===== config.mk =====
export PLATFORM = sky130hd
export DESIGN_NAME = mul_pipe
export DESIGN_NICKNAME = d
export VERILOG_FILES = /design/src/rtl/mul_pipe.sv
export SDC_FILE = /design/constraint.sdc
export NUM_CORES = 1
export LEC_CHECK = 0
export CAP_MARGIN = 20
export CORE_MARGIN = 2
export CORE_UTILIZATION = 60
export CTS_CLUSTER_DIAMETER = 80
export DETAILED_ROUTE_END_ITERATION = 6
export HOLD_SLACK_MARGIN = 0.05
export PLACE_DENSITY_LB_ADDON = 0.2
export SLEW_MARGIN = 20
export SYNTH_ARGS = -nofsm -noshare
export SYNTH_HDL_FRONTEND = slang
export SYNTH_SLANG_ARGS = --single-unit

===== constraint.sdc =====
create_clock -name clk -period 12.3 [get_ports clk]
set_input_delay 1.23 -clock clk [delete_from_list [all_inputs] [get_ports clk]]
set_output_delay 1.23 -clock clk [all_outputs]
set_load 0.01 [all_outputs]

===== src/rtl/mul_pipe.sv =====
// -----------------------------------------------------------------------------
// mul_pipe : pipelined WIDTH x WIDTH integer multiplier with a valid/ready
// handshake on both sides.
//
// Each accepted operand pair is multiplied combinationally into stage 1.
// Stages 2..LATENCY only delay the result. The last stage drives the out_*
// ports directly, so every output is a register. A per-transaction mode bit
// selects signed or unsigned arithmetic. A pass-through tag travels with
// each transaction.
//
// Ports
//   clk        : clock; all state changes on the rising edge
//   rst        : synchronous reset, active-high
//   in_valid   : operand pair presented
//   in_ready   : pair can be accepted this cycle (combinational: !stall)
//   in_a/in_b  : multiplicand / multiplier, WIDTH bits
//   in_signed  : 1 = two's-complement operands, 0 = unsigned
//   in_tag     : transaction tag, returned unchanged
//   out_valid  : result present
//   out_ready  : downstream accepts the result
//   out_prod   : full 2*WIDTH product
//   out_tag    : tag of this result
//   out_signed : mode bit of this result
//   inflight   : number of valid entries currently in the pipeline
// -----------------------------------------------------------------------------
module mul_pipe #(
    parameter int WIDTH   = 8,
    parameter int LATENCY = 3,
    parameter int TAG_W   = 4
) (
    input  logic                           clk,
    input  logic                           rst,
    input  logic                           in_valid,
    output logic                           in_ready,
    input  logic [WIDTH-1:0]               in_a,
    input  logic [WIDTH-1:0]               in_b,
    input  logic                           in_signed,
    input  logic [TAG_W-1:0]               in_tag,
    output logic                           out_valid,
    input  logic                           out_ready,
    output logic [2*WIDTH-1:0]             out_prod,
    output logic [TAG_W-1:0]               out_tag,
    output logic                           out_signed,
    output logic [$clog2(LATENCY+1)-1:0]   inflight
);

    localparam int PW = 2 * WIDTH;
    localparam int CW = $clog2(LATENCY + 1);

    // Pipeline stage registers; index LATENCY-1 is the output stage.
    logic             r_vld  [LATENCY];
    logic [PW-1:0]    r_prod [LATENCY];
    logic [TAG_W-1:0] r_tag  [LATENCY];
    logic             r_sgn  [LATENCY];
    logic [CW-1:0]    r_inflight;

    logic [PW-1:0]    w_a_ext;
    logic [PW-1:0]    w_b_ext;
    logic [PW-1:0]    w_prod;
    logic             w_stall;
    logic             w_accept;
    logic             w_retire;

    // Extending both operands to 2*WIDTH and keeping the low 2*WIDTH bits of
    // the product gives the exact result in both modes. The truncation cannot
    // overflow, because the true product always fits in 2*WIDTH bits.
    assign w_a_ext = in_signed ? {{WIDTH{in_a[WIDTH-1]}}, in_a} : {{WIDTH{1'b0}}, in_a};
    assign w_b_ext = in_signed ? {{WIDTH{in_b[WIDTH-1]}}, in_b} : {{WIDTH{1'b0}}, in_b};
    assign w_prod  = w_a_ext * w_b_ext;

    // The whole pipe freezes only when a valid result is refused downstream.
    // Bubbles are not squeezed out.
    assign w_stall  = r_vld[LATENCY-1] & ~out_ready;
    assign w_accept = in_valid & ~w_stall;
    assign w_retire = r_vld[LATENCY-1] & out_ready;

    assign in_ready   = ~w_stall;
    assign out_valid  = r_vld[LATENCY-1];
    assign out_prod   = r_prod[LATENCY-1];
    assign out_tag    = r_tag[LATENCY-1];
    assign out_signed = r_sgn[LATENCY-1];
    assign inflight   = r_inflight;

    // Stage advance, multiplier capture and in-flight occupancy count.
    always_ff @(posedge clk) begin
        if (rst) begin
            for (int i = 0; i < LATENCY; i++) begin
                r_vld[i]  <= 1'b0;
                r_prod[i] <= '0;
                r_tag[i]  <= '0;
                r_sgn[i]  <= 1'b0;
            end
            r_inflight <= '0;
        end else begin
            if (!w_stall) begin
                // Stage 1 loads a bubble when nothing is accepted. Its data
                // is then don't-care, so it is loaded unconditionally.
                r_vld[0]  <= w_accept;
                r_prod[0] <= w_prod;
                r_tag[0]  <= in_tag;
                r_sgn[0]  <= in_signed;
                for (int i = 1; i < LATENCY; i++) begin
                    r_vld[i]  <= r_vld[i-1];
                    r_prod[i] <= r_prod[i-1];
                    r_tag[i]  <= r_tag[i-1];
                    r_sgn[i]  <= r_sgn[i-1];
                end
            end
            case ({w_accept, w_retire})
                2'b10:   r_inflight <= r_inflight + CW'(1);
                2'b01:   r_inflight <= r_inflight - CW'(1);
                default: r_inflight <= r_inflight;
            endcase
        end
    end

endmodule

==> results.tsv <==
metric	value	unit
total_power_divided_by_cell_area	167.6	nW/um^2
reg2regPathDepth	3	
placeableCoreArea	10180	sq um
capturing_element_type_of_the_critical_path	register	
post-route-drc-count	0	
ctsHoldBuffers	0	
clock_power_share	0.131	
clock_period_minus_worst_slack	7.160	ns
totalNegativeSetupSlack	0	ns
cts_root_buf	sky130_fd_sc_hd__clkbuf_8	
die_w	105.8	microns
detailroute.via_count	3800	
p_leak	3.198	nW
number_of_enable_type_register_cells_in_the_synthesized_netlist	66	
drive_gt1_frac	0.02791	
run_status	complete, no violations	
die_height	105.8	microns
crit-reg2reg-capture	r_tag[0][6]	
synth.yosys.seq_area_share	0.3250	
critPathKind	input port to register	
synth.avg_cell_area	10.73	sq um
final_cell_mix	109 x sky130_fd_sc_hd__inv_1, 105 x sky130_fd_sc_hd__and2_1, 70 x sky130_fd_sc_hd__fa_1	
path_max_fanout	16	
synthesis.instances	580	
antenna_violations_before_repair	0	
sequential_cell_area	2022	sq um
timing.critical_path.slowest_cell_delay	0.84	ns
grt_pass1_vias	3880	
critPathTopFamily	adder cells	
setup_ws	5.140	ns
vias_per_cell	5.101	
area_occupied_by_multi_input_gates	3571	sq um
drt-total-wl	10.75	mm
post_cts.resized_instances	0	
data_required_time_at_the_worst_endpoint	12.37	ns
period_share	0.5821	
total_grt_overflow	0	
setup_violations	0	
cp_common_cell	sky130_fd_sc_hd__fa_1	
arrival	7.23	ns
synthFlopType	sky130_fd_sc_hd__edfxtp_1	
syn_nets	728	
gr_util_all_layers	0.2089	
worstHoldPathType	register to register	
rr_startpoint	r_vld[0][2]	
net-switching-power	0.0004553	W
hold-path-endpoint	inflight[1]	
design.final.nets	752	
timing.final.max_slew_violations	0	
wl_per_cell	14.43	microns
worst_hold_path.num_cells	2	
power_switching_share	0.3973	
critical_path.cell_chain	clkdlybuf4s50_1 > nand3_1 > fa_1 > fa_1 > inv_1 > fa_1 > inv_1 > fa_1 > inv_1 > fa_1 > inv_1 > fa_1 > inv_1 > ha_1 > a21oi_1 > o21ai_0 > a21oi_1 > o21ai_0 > xnor2_1 > nor2_1	
clock-skew-final	0.01060	ns
area_of_the_mapped_netlist	6221	sq um
start_util	0.6108	
routabilityCongestion	0.8592	
detail-route-antenna-nets	0	
hold_start	inflight[1]	
sequential_cell_fraction_of_total_power	0.276	
cts_tree	yes	
grt_start_max_net_pins	67	
max-slew-margin-rel	0.4728	
unrepaired_setup_endpoints_after_global_routing	false	
detailedPlace.worstSlack	4.811	ns
cts_sinks	68	
drv.max_cap_violation_count	0	
core.rowCount	37	
worst_setup_hold_path_clk_slew	0.07	ns
grt_pass1_wl	18.17	mm
reg2reg_setup_slack	10.56	ns
crit_path_top_delay_cell	sky130_fd_sc_hd__clkdlybuf4s50_1	
synth_cell_types	31	
timing_worst_slew_pin_value	0.7908	ns
pwr-share-comb	0.594	
port-buffer-count	49	
power_report.internal_total	0.0006908	W
critical_path.startpoint_type	input port	
die-area	11200	sq um
clkLatencyLatePin	0.33	ns
postCtsSetupBuffers	0	
cp_num_buf_inv	6	
drt-initial-drc-count	133	
timing.final.hold_violations	0	
area_growth	9.956	%
synth_async_sr_flop_share	0	
worst_ir_drop_vdd	0.08949	mV
numCtsBuffers	9	
synthesis.yosys.warnings	0	
detailed_place_hpwl	8.458	mm
cts-htree-levels	3	
layout.cells.most_common	sky130_fd_sc_hd__inv_1	
achievable-frequency	0.1397	GHz
layout.filler_cells	776	
synth-seq-cells	68	
top_level_ports	50	
insertedDiodeCount	0	
drt_first_pass_iters	4	
cts_max_path_buffers	2	
## registers in the layout, indices dropped and copies added, names as in the netlist
| name | cells |
|---|---|
| r_vld | 3 |
| inflight | 2 |
| r_tag | 12 |
| r_sgn | 3 |
| r_prod | 48 |
## power groups by stage
stage / Clock (W) / Combinational, W / Sequential [W]
after detailed placement: 0 / 0.000677 / 0.000322
after global routing: 0.000164 / 0.000775 / 0.000320
after global placement: 0 / 0.000640 / 0.000321
final: 0.000150 / 0.000680 / 0.000316
after CTS: 0.000154 / 0.000680 / 0.000317
after floorplan: 0 / 0.000531 / 0.000320
## how the worst max path moves through the flow
stage / startpoint / end / slack [ns] / cells past startpoint
final: in_signed / r_prod[0][15] / 5.14 / 20
after global routing: in_signed / r_prod[0][15] / 4.81 / 20
after CTS: in_signed / r_prod[0][15] / 5.18 / 20
after detailed placement: in_signed / r_prod[0][15] / 4.81 / 20
after global placement: in_signed / r_prod[0][15] / 5.12 / 20
after floorplan: in_signed / r_prod[0][15] / 5.92 / 20
## final cells by class
cell class / count / area share
clock buffers: 13 / 0.02177
flip-flops and latches: 68 / 0.2956
multi-input cells: 365 / 0.5220
clock inverters: 3 / 0.002012
repair buffers: 51 / 0.07390
well taps: 136 / 0.02488
inverters: 109 / 0.05981
## layer usage
layer / vias to the layer above / wire, microns / global-route usage
li1: 1830 / - / -
met1: 1868 / 4655 / 0.2617
met2: 85 / 5526 / 0.3765
met3: 17 / 347 / 0.02536
met4: 0 / 220 / 0.06861
met5: - / 0 / 0
## synthesized netlist by cell type, types with 2 or more instances
cell type,n,area (sq um)
sky130_fd_sc_hd__inv_1,109,409.1
sky130_fd_sc_hd__a21oi_1,14,70.07
sky130_fd_sc_hd__ha_1,53,663.1
sky130_fd_sc_hd__buf_4,20,150.1
sky130_fd_sc_hd__nand2b_1,4,25.02
sky130_fd_sc_hd__xnor2_1,28,245.2
sky130_fd_sc_hd__nand3_1,6,30.03
sky130_fd_sc_hd__and3_1,7,43.79
sky130_fd_sc_hd__xor2_1,7,61.31
sky130_fd_sc_hd__nor2_1,19,71.32
sky130_fd_sc_hd__clkbuf_1,15,56.30
sky130_fd_sc_hd__a21o_1,4,30.03
sky130_fd_sc_hd__o21bai_1,3,22.52
sky130_fd_sc_hd__edfxtp_1,66,1982
sky130_fd_sc_hd__o21ai_0,8,40.04
sky130_fd_sc_hd__fa_1,70,1401
sky130_fd_sc_hd__dfxtp_1,2,40.04
sky130_fd_sc_hd__buf_2,3,15.01
sky130_fd_sc_hd__nand2_1,24,90.09
sky130_fd_sc_hd__and2_1,105,656.9
sky130_fd_sc_hd__nand4_1,2,12.51
sky130_fd_sc_hd__nor2b_1,2,12.51
## tightest hold or removal path, delay by kind of cell, from the launching register on
family	cells	cell delay [ns]
AOI/OAI and AO/OA	2	0.15
DFF	1	0.31
## cell families (layout without fill, tap and decap cells)
kind of cell | after synthesis | after routing | synth area share
and+or+nand+nor | 172 | 172 | 0.1545
adders and majority gates | 123 | 123 | 0.3319
buffers and inverters | 147 | 176 | 0.1014
AOI/OAI and AO/OA | 33 | 33 | 0.03077
DFF | 68 | 68 | 0.3250
muxes | 1 | 1 | 0.003620
xor gates and xnor gates | 36 | 36 | 0.05290
## stage by stage
step / cells / instance area (sq um) / hold WS [ns] / util / power, W
after floorplan: 580 / 6221 / 0.4962 / - / 0.0008513
after global placement: 729 / 6678 / 0.4703 / 0.6557 / 0.0009611
after detailed placement: 729 / 6678 / 0.4982 / 0.6557 / 0.0009988
after CTS: 745 / 6840 / 0.5066 / 0.6716 / 0.001151
after global routing: 745 / 6840 / 0.5331 / 0.6716 / 0.001259
final: 745 / 6840 / 0.5062 / 0.6716 / 0.001146
No activity file was read; power rests on OpenSTA's default activity.
==> RTL change, RTL diff (same settings) <==
The parameter `TAG_W` goes from 4 to 3.
--- a/src/rtl/mul_pipe.sv
+++ b/src/rtl/mul_pipe.sv
@@ -26,7 +26,7 @@
 module mul_pipe #(
     parameter int WIDTH   = 8,
     parameter int LATENCY = 3,
-    parameter int TAG_W   = 4
+    parameter int TAG_W   = 3
 ) (
     input  logic                           clk,
     input  logic                           rst,
Ports: changed (resized in_tag and out_tag); port bits go from 50 to 48. The function was not compared with the original's and may differ.
==> RTL change against the original RTL <==
- sequential cell count decreased by 3
- wire length decreased by 6.3%
- power increased by 1.9%
- area after synthesis decreased by 1.9%
- design area decreased by 0.77%
- setup slack improved by 0.16 ns
- count of clock-buffer cells in the layout decreased by 4
- synthesized cell count decreased by 1.4%
==> RTL change: results (changes against the original RTL) <==
- Ranked by total cell area, the synthesized netlist is headed by edfxtp_1, fa_1, ha_1, and2_1, inv_1.
- The met1 routing resource usage after global routing is 25.8% (-0.35 points).
- For hold timing, the worst endpoint is r_prod[0][46].
- The largest registers in the layout are r_prod x48, r_tag x9.
- The number of antenna violations at the first check in global routing is 0 (unchanged).
- The leakage power total is 3.18 nW (-0.65%).
- In this run the most critical hold path is launched from r_prod[0][30].
- The worst setup timing slack at the placement stage came to 4.97 ns (+0.155 ns).
- The number of instances in the synthesized netlist is 572 (-1.4%).
- The worst setup skew after layout came to 0.00419 ns (-0.00641 ns).
- The slew of the pin with the lowest slew margin came to 0.736 ns (-0.0551 ns).
- In this run the critical register-to-register path is captured at r_tag[0][2].
- The number of enable-type register cells in the synthesized netlist came to 63 (-4.5%).
- The setup fix buffers added after clock tree synthesis came to 0 (unchanged).
- The met3 capacity usage during global routing came to 2.43% (-0.10 points).
- The area of placed instances is 6550 um^2 (-2.0%).
- The global-route total usage across every layer was 20.1% (-0.78 points).
- The mean routed wirelength per cell came to 13.7 um (-4.9%).
- The number of input and output port buffers inserted is 47 (-4.1%).
- The worst-case vdd ir drop is 0.0850 mV (-5.0%).
- The slack of the worst reg-to-reg path is 10.58 ns (+0.02 ns).
- The via count of the first global-routing pass came to 3798 (-2.1%).
- The highest cell delay on the worst timing path is 0.79 ns (-0.05 ns).
- The wire length of the first global-routing pass is 17.5 mm (-3.5%).
- The data arrival time of the critical path is 7.06 ns (-0.17 ns).
- The HPWL reported at the end of detailed placement is 7.93 mm (-6.2%).
- The share of final-layout standard cells stronger than drive strength 1 was 3.49% (+0.70 points).
- The met2 capacity usage during global routing is 35.7% (-1.9 points).
- The net count reported at finish is 743 (-1.2%).
- The maximum number of pins on one net before global-route repair came to 64 (-4.5%).
- The flow ran to the end, and the final reports show no timing, DRC or antenna violations.
- The net count of the mapped netlist is 719 (-1.2%).
- The total number of vias is 3688 (-2.9%).
- The depth of the worst hold-timing path is 1 (-1).
- The final hold slack is 0.516 ns (+0.0102 ns).
- The final RePlAce weighted congestion came to 0.842 (-2.0%).
- The overall routed net length is 10.1 mm (-6.3%).
- Ranked by instance count, the synthesized netlist is headed by inv_1, and2_1, fa_1.
- The maximum root-to-sink buffer count came to 2 (unchanged).
==> RTL change: cell types whose count changed after synthesis <==
cell      change
and2_1        -3
buf_4         -1
clkbuf_1      -1
edfxtp_1      -3
==> RTL change: worst max-delay path by stage <==
stage	start	cells after the start	to	slack, ns
after global routing	in_signed	20	r_prod[0][15]	4.95
after floorplan	in_signed	20	r_prod[0][15]	5.92
after detailed placement	in_signed	20	r_prod[0][15]	4.97
final	in_signed	20	r_prod[0][15]	5.30
after CTS	in_signed	20	r_prod[0][15]	5.31
after global placement	in_signed	20	r_prod[0][15]	5.20
==> RTL change: layer usage <==
metal  vias up  wire (um)  part of all wire, %
li1       1808          -                    -
met1      1790       4420                   44
met2        74       5160                   51
met3        16        320                  3.2
met4         0        166                  1.6
met5         -          0                    0
==> RTL change: kinds of logic (layout without fill, tap and decap cells) <==
family / count (synthesis) / after routing / share of synthesized area (%)
AO/OA/AOI/OAI: 33 / 33 / 3.14
XOR/XNOR: 36 / 36 / 5.39
adder cells (fa/ha/maj): 123 / 123 / 33.8
buffers and inverters: 145 / 174 / 10.2
flip-flops: 65 / 65 / 31.7
multiplexers: 1 / 1 / 0.369
AND/OR/NAND/NOR: 169 / 169 / 15.4
==> RTL change: layout make-up <==
class	instances	area [um^2]
clock inverters	7	119
well taps	133	166
clock buffers	9	124
fillers	741	3030
multi-input cells	362	3550
repair buffers	49	485
inverters	109	409
flip-flops and latches	65	1930
==> RTL change: power by group <==
group / internal, W / switching (W)
Clock: 0.000134 / 0.0000768
Combinational: 0.000300 / 0.000352
Sequential: 0.000297 / 0.00000790
==> RTL change: worst reg2reg max path: stages (launching register included) <==
cell and delay [ns]:
edfxtp_1 0.42, nand2b_1 0.18, or2_2 0.14, buf_4 0.59
